`src/rtl/dtw_score_reader_if.sv`:
```
// Host-side bundle for the DTW score reader: pass control, cost stream and
// result handshake. Optional threshold signals exist only when
// DTW_THRESH_EN is defined.
interface dtw_score_reader_if #(
    parameter int unsigned width = 18,
    parameter int unsigned CNT_W = 16
);
    logic               start;
    logic [CNT_W-1:0]   len;
    logic [width-1:0]   cost_in;
    logic               cost_valid;
    logic               busy;
    logic               res_valid;
    logic               res_ready;
    logic [width-1:0]   res_score;
    logic [CNT_W-1:0]   res_pos;
`ifdef DTW_THRESH_EN
    logic [width-1:0]   thresh;
    logic               res_hit;
`endif

    // Host / control side
    modport master (
        output start, len, cost_in, cost_valid, res_ready,
`ifdef DTW_THRESH_EN
        output thresh,
        input  res_hit,
`endif
        input  busy, res_valid, res_score, res_pos
    );

    // Score reader side
    modport slave (
        input  start, len, cost_in, cost_valid, res_ready,
`ifdef DTW_THRESH_EN
        input  thresh,
        output res_hit,
`endif
        output busy, res_valid, res_score, res_pos
    );
endinterface

```
`src/rtl/dtw_score_reader.sv`:
```
// Reader end of the DTW systolic PE chain. Tracks the minimum bottom-row
// cost and the column where it first occurs, then presents the result on a
// valid/ready handshake until accepted.
// Optional feature macro: DTW_THRESH_EN (adds thresh input and res_hit output).
module dtw_score_reader #(
    parameter int unsigned width = 18,
    parameter int unsigned CNT_W = 16
) (
    input  logic               clk,
    input  logic               rst,
    dtw_score_reader_if.slave  bus
);
    typedef enum logic [1:0] {
        IDLE = 2'd0,
        RUN  = 2'd1,
        DONE = 2'd2
    } state_t;

    state_t             state;
    logic               busy;
    logic               res_valid;
    logic [width-1:0]   res_score;
    logic [CNT_W-1:0]   res_pos;
    logic [width-1:0]   best;
    logic [CNT_W-1:0]   best_pos;
    logic [CNT_W-1:0]   cnt;
    logic [CNT_W-1:0]   len_q;

    logic               take;
    logic [width-1:0]   nxt_best;
    logic [CNT_W-1:0]   nxt_pos;
    logic               last;

`ifdef DTW_THRESH_EN
    logic               res_hit;
`endif

    // Candidate minimum including the current sample; strict compare keeps earliest tie
    always_comb begin
        take     = bus.cost_in < best;
        nxt_best = take ? bus.cost_in : best;
        nxt_pos  = take ? cnt : best_pos;
        last     = (cnt == (len_q - CNT_W'(1)));
    end

    // Pass control FSM with registered result and status
    always_ff @(posedge clk) begin
        if (rst) begin
            state     <= IDLE;
            busy      <= 1'b0;
            res_valid <= 1'b0;
            res_score <= '0;
            res_pos   <= '0;
            best      <= '1;
            best_pos  <= '0;
            cnt       <= '0;
            len_q     <= '0;
`ifdef DTW_THRESH_EN
            res_hit   <= 1'b0;
`endif
        end else begin
            case (state)
                IDLE: begin
                    if (bus.start) begin
                        busy <= 1'b1;
                        if (bus.len != '0) begin
                            len_q    <= bus.len;
                            best     <= '1;
                            best_pos <= '0;
                            cnt      <= '0;
                            state    <= RUN;
                        end else begin
                            // Empty pass reports the "no sample" sentinel
                            res_score <= '1;
                            res_pos   <= '0;
                            res_valid <= 1'b1;
`ifdef DTW_THRESH_EN
                            res_hit   <= ({width{1'b1}} <= bus.thresh);
`endif
                            state     <= DONE;
                        end
                    end
                end
                RUN: begin
                    if (bus.cost_valid) begin
                        best     <= nxt_best;
                        best_pos <= nxt_pos;
                        cnt      <= cnt + CNT_W'(1);
                        if (last) begin
                            res_score <= nxt_best;
                            res_pos   <= nxt_pos;
                            res_valid <= 1'b1;
`ifdef DTW_THRESH_EN
                            res_hit   <= (nxt_best <= bus.thresh);
`endif
                            state     <= DONE;
                        end
                    end
                end
                DONE: begin
                    if (bus.res_ready) begin
                        res_valid <= 1'b0;
                        busy      <= 1'b0;
                        state     <= IDLE;
                    end
                end
                default: begin
                    state     <= IDLE;
                    busy      <= 1'b0;
                    res_valid <= 1'b0;
                end
            endcase
        end
    end

    assign bus.busy      = busy;
    assign bus.res_valid = res_valid;
    assign bus.res_score = res_score;
    assign bus.res_pos   = res_pos;
`ifdef DTW_THRESH_EN
    assign bus.res_hit   = res_hit;
`endif
endmodule

```
`src/flat_wrapper.sv`:
```
// flat-port wrapper written by rule: the top's interface ports become plain ports
module dtw_score_reader_flat 
#(
    parameter int unsigned width = 18,
    parameter int unsigned CNT_W = 16
)
  (clk, rst, bus_start, bus_len, bus_cost_in, bus_cost_valid, bus_res_ready, bus_busy, bus_res_valid, bus_res_score, bus_res_pos);
  dtw_score_reader_if #(.width(width), .CNT_W(CNT_W)) bus_i ();
  input  logic clk;
  input  logic rst;
  input wire logic [$bits(bus_i.start)-1:0] bus_start;
  input wire logic [$bits(bus_i.len)-1:0] bus_len;
  input wire logic [$bits(bus_i.cost_in)-1:0] bus_cost_in;
  input wire logic [$bits(bus_i.cost_valid)-1:0] bus_cost_valid;
  input wire logic [$bits(bus_i.res_ready)-1:0] bus_res_ready;
  output wire logic [$bits(bus_i.busy)-1:0] bus_busy;
  output wire logic [$bits(bus_i.res_valid)-1:0] bus_res_valid;
  output wire logic [$bits(bus_i.res_score)-1:0] bus_res_score;
  output wire logic [$bits(bus_i.res_pos)-1:0] bus_res_pos;
  assign bus_i.start = bus_start;
  assign bus_i.len = bus_len;
  assign bus_i.cost_in = bus_cost_in;
  assign bus_i.cost_valid = bus_cost_valid;
  assign bus_i.res_ready = bus_res_ready;
  assign bus_busy = bus_i.busy;
  assign bus_res_valid = bus_i.res_valid;
  assign bus_res_score = bus_i.res_score;
  assign bus_res_pos = bus_i.res_pos;
  dtw_score_reader #(.width(width), .CNT_W(CNT_W)) u_core (.clk(clk), .rst(rst), .bus(bus_i));
endmodule
```
`config.mk`:
```
export PLATFORM = sky130hd
export DESIGN_NAME = dtw_score_reader_flat
export DESIGN_NICKNAME = d
export VERILOG_FILES = /design/src/rtl/dtw_score_reader_if.sv /design/src/rtl/dtw_score_reader.sv /design/src/flat_wrapper.sv
export SDC_FILE = /design/constraint.sdc
export NUM_CORES = 1
export LEC_CHECK = 0
export CAP_MARGIN = 5
export CORE_UTILIZATION = 60
export CTS_BUF_LIST = sky130_fd_sc_hd__clkbuf_4 sky130_fd_sc_hd__clkbuf_8
export CTS_CLUSTER_SIZE = 8
export DETAILED_ROUTE_END_ITERATION = 12
export DONT_BUFFER_PORTS = 1
export HOLD_SLACK_MARGIN = 0.08
export PLACE_DENSITY = 0.82
export SLEW_MARGIN = 20
export SYNTH_ARGS = -nofsm -noshare
export SYNTH_HDL_FRONTEND = slang
export SYNTH_SLANG_ARGS = --single-unit
```
`constraint.sdc`:
```
create_clock -name clk -period 4.1 [get_ports clk]
set_input_delay 0.82 -clock clk [delete_from_list [all_inputs] [get_ports clk]]
set_output_delay 0.82 -clock clk [all_outputs]
set_load 0.01 [all_outputs]
```
==> results.txt, run 1 <==
Global-route wire length before repair - 21870 um
Worst-case register-to-register setup slack - 680 ps
Least-Margin Pin Slew - 1081 ps
Buffers & Inverters on Critical Path - 0
Synthesized netlist cell count - 671
Period utilization - 0.8334
Clock period minus final worst setup slack - 3417 ps
DR DRC count - 0
Max Fclk - 0.2927 GHz
Fillcell total - 780
Chain of cells forming the critical path - or4_4 > or3_4 > or3_1 > a221o_1 > a2111o_1 > o21a_2 > o31ai_1
Worst Path Required - 4380 ps
Final wirelength - 13080 um
Cell class contributing the biggest share of worst-path delay - compound AO/OA/AOI/OAI gates
Synth Area in Adders - 0.04184
Maximum fanout along the worst path - 36
Sum of overflow across all layers after global routing - 0
RSZ-0062 raised after global routing - no
Number of cell rows - 35
Post-synthesis compound-gate area fraction - 0.2116
WHS - 497.9 ps
Number of instances resized during post-cts repair - 0
Average vias per placed instance - 6.347
Number of antenna violations at the first check in global routing - 0
Final routed wire length divided by cell count - 17.27 um
Most common flop cell mapped by yosys - sky130_fd_sc_hd__dfxtp_1
Worst-case clock buffer depth - 2
Origin of the critical flop-to-flop path - u_core.len_q[5]
Max-slew violation total from the final report - 0
End of the worst register-to-register path - u_core.bus.res_pos[2]
Hold-fix buffers at CTS - 0
DPL Wire Length - 9140 um
H-Tree Depth - 3
Width of the die - 99.31 um
Share of post-route cells with drive strength above 1 - 0.07740
Worst Setup Path Type - reg2reg
Fraction of the mapped netlist area in simple logic gates - 0.2169
Headroom to the max-slew limit - 0.2790
ANT nets after route - 0
Element type at the critical path end - register
CP arrival - 3690 ps
Clock latency on the worst-skew pair - 370 ps
Startpoint of the worst hold path - u_core.len_q[12]
Mux cell area share after synthesis - 0.06012
Synthesis warning total - 0
Ant. Diodes - 0
Area of the core region - 0.009196 mm^2
Final Hold Vio Count - 0
Power density relative to cell area - 333.4 mW/mm^2
Effective utilization at floorplan - 0.6178
Vias post-DR - 4805
Die height - 99.31 um
Die Footprint - 0.009862 mm^2
Seq cells post-synth - 104
Maximum number of pins on one net before global-route repair - 109
Status - completed
Detailed Routing Iterations Pass 1 - 6
Number of buffers inserted by port buffering - 0
Avg Inst Size Synth - 8.468 um^2
Post-Synthesis Cell Area - 0.005682 mm^2
Gpl congestion - 0.9442
Overall fraction of global-route tracks in use - 0.2752
Cell depth of the worst flop-to-flop path - 7
Endpoints failing setup - 0
Clock transition at the register clock pins on the worst setup and hold paths after CTS - 100 ps
Iter 0 DRT Violations - 338
Endpoint, Worst Hold - u_core.len_q[12]
Leakage power of the design - 2.457 nW
# nets final - 699
Most common cell after layout, fill and taps aside - sky130_fd_sc_hd__dfxtp_1
Cell chosen for the clock root - sky130_fd_sc_hd__clkbuf_8
Sinks on Clock Net - 104
Count of boundary I/O pins - 75
Number of enable-type register cells in the synthesized netlist - 0
Via count of the first global-routing pass - 4472
Number of violations of the max-capacitance limit - 0
Net count after synthesis - 729
Unique cell type count in the Yosys netlist - 55
Highest-count cells in the layout ignoring fill and taps - sky130_fd_sc_hd__dfxtp_1, sky130_fd_sc_hd__nor2_1, sky130_fd_sc_hd__nand2_1
Number of buffers inserted by post-CTS setup repair - 0
Share of the yosys chip area belonging to registers - 0.3664
Clock buffers created by TritonCTS - 9
Post-route clock skew - 11.52 ps
Hold-critical path depth - 2
Dominant combinational cell family by area after synthesis - simple AND/OR/NAND/NOR gates
Critical path launch point type - register
Synth Area in XOR/XNOR - 0.04162
Synthesis-to-layout area growth - 3.083%
Clock tree from TritonCTS - done
VDD IR-drop max - 0.0001861 V
Cell with the largest stage delay on the worst path - sky130_fd_sc_hd__or4_4
Type of the worst min-delay path - reg2reg
Max incr delay on CP - 590 ps
Fraction of registers with async set/reset - 0
Setup Total Neg Slack - 0 ps
-- layer usage --
metal / share of wire / wire (um) / global-route usage / vias to the layer above
li1: - / - / - / 2334
met1: 0.45 / 5852 / 0.3720 / 2285
met2: 0.46 / 6039 / 0.4476 / 169
met3: 0.076 / 996 / 0.05411 / 17
met4: 0.014 / 188 / 0.07805 / 0
met5: 0 / 0 / 0 / -
-- how the worst max path moves through the flow --
| stage | from | endpoint | slack [ps] | cells after the start |
|---|---|---|---|---|
| finish | u_core.len_q[5] | u_core.bus.res_pos[2] | 680 | 7 |
| global route | u_core.len_q[0] | u_core.bus.res_pos[1] | 410 | 9 |
| CTS | u_core.len_q[5] | u_core.bus.res_pos[2] | 660 | 7 |
| detailed placement | bus_len[15] | u_core.bus.res_pos[12] | 700 | 7 |
| global placement | bus_len[15] | u_core.bus.res_pos[3] | 780 | 7 |
| floorplan | bus_cost_in[16] | u_core.bus.res_score[14] | 570 | 9 |
-- cell type report --
type | count | area (um^2) | share of cell area
sequential | 104 | 2082 | 0.3555
timing repair buffer | 13 | 97.59 | 0.01666
inverter | 27 | 101.3 | 0.01730
tap | 111 | 138.9 | 0.02371
clock inverter | 7 | 52.55 | 0.008972
clock buffer | 9 | 123.9 | 0.02115
multi-input combinational | 486 | 3261 | 0.5567
-- worst reg2reg max path, cell delays in order (launching register included) --
cell and delay (ps):
sky130_fd_sc_hd__dfxtp_1 420, sky130_fd_sc_hd__or4_4 590, sky130_fd_sc_hd__or3_4 370, sky130_fd_sc_hd__or3_1 360
sky130_fd_sc_hd__a221o_1 320, sky130_fd_sc_hd__a2111o_1 320, sky130_fd_sc_hd__o21a_2 560, sky130_fd_sc_hd__o31ai_1 380
-- registers in the layout, summed over array words and instances, names as in the netlist --
| name | cells |
|---|---|
| u_core.best | 18 |
| u_core.bus.res_valid | 1 |
| u_core.bus.res_pos | 16 |
| u_core.bus.res_score | 18 |
| u_core.state | 2 |
| u_core.best_pos | 16 |
| u_core.len_q | 16 |
| u_core.bus.busy | 1 |
| u_core.cnt | 16 |
-- where the power goes --
| group | switching, mW | total, mW | internal (mW) |
|---|---|---|---|
| registers | 0.0400 | 1.08 | 1.04 |
| clock network | 0.375 | 0.602 | 0.227 |
| logic | 0.160 | 0.271 | 0.111 |
-- Yosys cell counts (all sizes together) (3+ instances only) --
cell type,n,area share
a2111o,4,0.0079
nor4,21,0.023
inv,27,0.018
nor3,9,0.0079
o22ai,19,0.021
or2,4,0.0044
a211o,19,0.029
nor2b,18,0.020
or3,8,0.0097
o21ai,12,0.011
nor2,71,0.047
o21a,8,0.011
mux2i,33,0.058
a21oi,37,0.033
or4,8,0.011
dfxtp,104,0.37
xnor2,15,0.023
a22oi,16,0.021
nand3,11,0.0097
nand2b,37,0.041
xor2,12,0.018
buf,7,0.013
o211ai,16,0.021
o31ai,18,0.033
nand2,42,0.028
ha,19,0.042
nand4,3,0.0033
clkbuf,47,0.031
-- through the flow --
step	cells	utilization	total power [mW]	worst slack [ps]	cell area [um^2]
2_1_floorplan	671	-	1.326	569.6	5682
3_3_place_gp	741	0.6174	1.359	781.6	5678
3_5_place_dp	741	0.6174	1.371	700.4	5678
4_1_cts	757	0.6366	1.963	664.0	5854
5_1_grt	757	0.6369	2.042	413.9	5857
6_report	757	0.6369	1.953	683.3	5857
-- cells by family after synthesis --
kind of cell | count (synthesis)
xor gates and xnor gates | 27
adders and majority gates | 19
buffers and inverters | 81
AOI/OAI and AO/OA | 165
and+or+nand+nor | 241
DFF | 104
muxes | 34
Power figures use the tool's default switching activity.
==> run 2: changes to the inputs <==
==> constraint.sdc (replaced) <==
create_clock -name clk -period 3.5 [get_ports clk]
set_input_delay 0.7 -clock clk [delete_from_list [all_inputs] [get_ports clk]]
set_output_delay 0.7 -clock clk [all_outputs]
set_load 0.01 [all_outputs]
==> results.txt, run 2 (synthesized netlist as in run 1, its figures left out) <==
Number of buffers inserted by post-CTS setup repair - 0
Maximum number of pins on one net before global-route repair - 109
Area of the core region - 0.009196 mm^2
Least-Margin Pin Slew - 774.8 ps
DR DRC count - 0
H-Tree Depth - 3
Effective utilization at floorplan - 0.6178
Fillcell total - 754
Worst slack, placed - 331.7 ps
Number of instances resized during post-cts repair - 0
Leakage power of the design - 2.504 nW
Hold-critical path depth - 1
Iter 0 DRT Violations - 222
Sum of overflow across all layers after global routing - 0
Die height - 99.31 um
Number of cell rows - 35
Final wirelength - 12740 um
Number of buffers inserted by port buffering - 0
Cell depth of the worst flop-to-flop path - 10
Count of boundary I/O pins - 75
Synthesis-to-layout area growth - 4.691%
Element type at the critical path end - register
Status - completed
Worst-case clock buffer depth - 2
Overall fraction of global-route tracks in use - 0.2662
Final routed wire length divided by cell count - 16.75 um
Share of post-route cells with drive strength above 1 - 0.08012
Detailed Routing Iterations Pass 1 - 4
DPL Wire Length - 8976 um
Cell chosen for the clock root - sky130_fd_sc_hd__clkbuf_8
Average vias per placed instance - 6.237
Die Footprint - 0.009862 mm^2
CP arrival - 3560 ps
Endpoint, Worst Hold - u_core.best_pos[12]
End of the worst register-to-register path - u_core.bus.res_pos[15]
Setup Total Neg Slack - 0 ps
Via count of the first global-routing pass - 4466
Most common cell after layout, fill and taps aside - sky130_fd_sc_hd__dfxtp_1
Crit path from - u_core.len_q[0]
Hold-fix buffers at CTS - 0
Width of the die - 99.31 um
Origin of the critical flop-to-flop path - u_core.len_q[0]
Clock period minus final worst setup slack - 3286 ps
Maximum fanout along the worst path - 22
Post-route clock skew - 18.00 ps
Global-route wire length before repair - 21270 um
Period utilization - 0.9390
WHS - 394.6 ps
Non-filler cells in the finished layout - 761
Endpoints failing setup - 0
Highest-count cells in the layout ignoring fill and taps - sky130_fd_sc_hd__dfxtp_1, sky130_fd_sc_hd__nor2_1, sky130_fd_sc_hd__nand2_1
Clock buffers created by TritonCTS - 9
Power density relative to cell area - 411.4 mW/mm^2
Post-route core utilization - 0.6468
Type of the worst min-delay path - in2reg
Final Worst Setup Slack - 213.6 ps
Largest registers - u_core.best x18, u_core.bus.res_score x18
Number of violations of the max-capacitance limit - 0
ANT nets after route - 0
Critical path launch point type - register
Vias post-DR - 4746
RSZ-0062 raised after global routing - no
# nets final - 702
Cell count after placement - 744
Clock latency on the worst-skew pair - 380 ps
Startpoint of the worst hold path - rst
Number of antenna violations at the first check in global routing - 1
Max-slew violation total from the final report - 0
Worst-case register-to-register setup slack - 210 ps
Worst Setup Path Type - reg2reg
VDD IR-drop max - 0.0002820 V
Max Fclk - 0.3043 GHz
Gpl congestion - 0.8568
Final Hold Vio Count - 0
Worst Path Required - 3770 ps
Clock transition at the register clock pins on the worst setup and hold paths after CTS - 100 ps
Clock tree from TritonCTS - done
Headroom to the max-slew limit - 0.4835
Sinks on Clock Net - 104
run 2: cell count changes in the layout (fill, tap and decap cells not counted):
cell,delta
sky130_fd_sc_hd__buf_12,+1
sky130_fd_sc_hd__buf_4,+2
sky130_fd_sc_hd__bufinv_16,+2
sky130_fd_sc_hd__clkbuf_8,+1
sky130_fd_sc_hd__clkinv_2,-2
sky130_fd_sc_hd__clkinvlp_4,-1
sky130_fd_sc_hd__diode_2,+1
sky130_fd_sc_hd__nand2_1,+1
sky130_fd_sc_hd__nand2_2,-1
run 2: cell type report:
| class | count | area (um^2) | share of cell area |
|---|---|---|---|
| multi-input combinational | 486 | 3258 | 0.5477 |
| sequential | 104 | 2082 | 0.3500 |
| clock buffer | 10 | 137.6 | 0.02314 |
| tap | 111 | 138.9 | 0.02335 |
| inverter | 27 | 101.3 | 0.01704 |
| clock inverter | 6 | 95.09 | 0.01599 |
| antenna | 1 | 2.502 | 0.0004207 |
| timing repair buffer | 16 | 132.6 | 0.02230 |
run 2: critical path: stages (launching register included):
cell and delay [ps]:
sky130_fd_sc_hd__dfxtp_1 350, sky130_fd_sc_hd__inv_1 80, sky130_fd_sc_hd__ha_1 240, sky130_fd_sc_hd__or4b_1 570, sky130_fd_sc_hd__nor3_1 430, sky130_fd_sc_hd__mux2_2 400
sky130_fd_sc_hd__o22ai_1 220, sky130_fd_sc_hd__nand3_1 140, sky130_fd_sc_hd__o21a_2 240, sky130_fd_sc_hd__buf_4 240, sky130_fd_sc_hd__o31ai_1 290
run 2: worst max path at each step:
stage / endpoint / depth (start not counted)
6_report: u_core.bus.res_pos[15] / 10
5_1_grt: u_core.bus.res_pos[2] / 10
4_1_cts: u_core.bus.res_pos[15] / 10
3_5_place_dp: u_core.bus.res_pos[15] / 10
3_3_place_gp: u_core.bus.res_pos[1] / 8
2_1_floorplan: u_core.bus.res_score[14] / 9
run 2: power breakdown:
part / switching [mW] / internal (mW) / total, mW
Sequential: 0.0455 / 1.22 / 1.26
Clock: 0.434 / 0.432 / 0.865
Combinational: 0.186 / 0.132 / 0.318
Total: 0.666 / 1.78 / 2.45
run 2: layer usage:
| metal | share of wire | vias up | track usage |
|---|---|---|---|
| li1 | - | 2346 | - |
| met1 | 0.47 | 2236 | 0.3730 |
| met2 | 0.44 | 149 | 0.4060 |
| met3 | 0.069 | 15 | 0.06254 |
| met4 | 0.012 | 0 | 0.08371 |
| met5 | 0 | - | 0 |
run 2: metrics by stage:
stage                     power (mW)  instance area, um^2
after floorplan                1.553                 5682
after global placement         1.595                 5713
after detailed placement       1.604                 5713
after CTS                      2.455                 5946
after global routing           2.549                 5948
final                          2.447                 5948
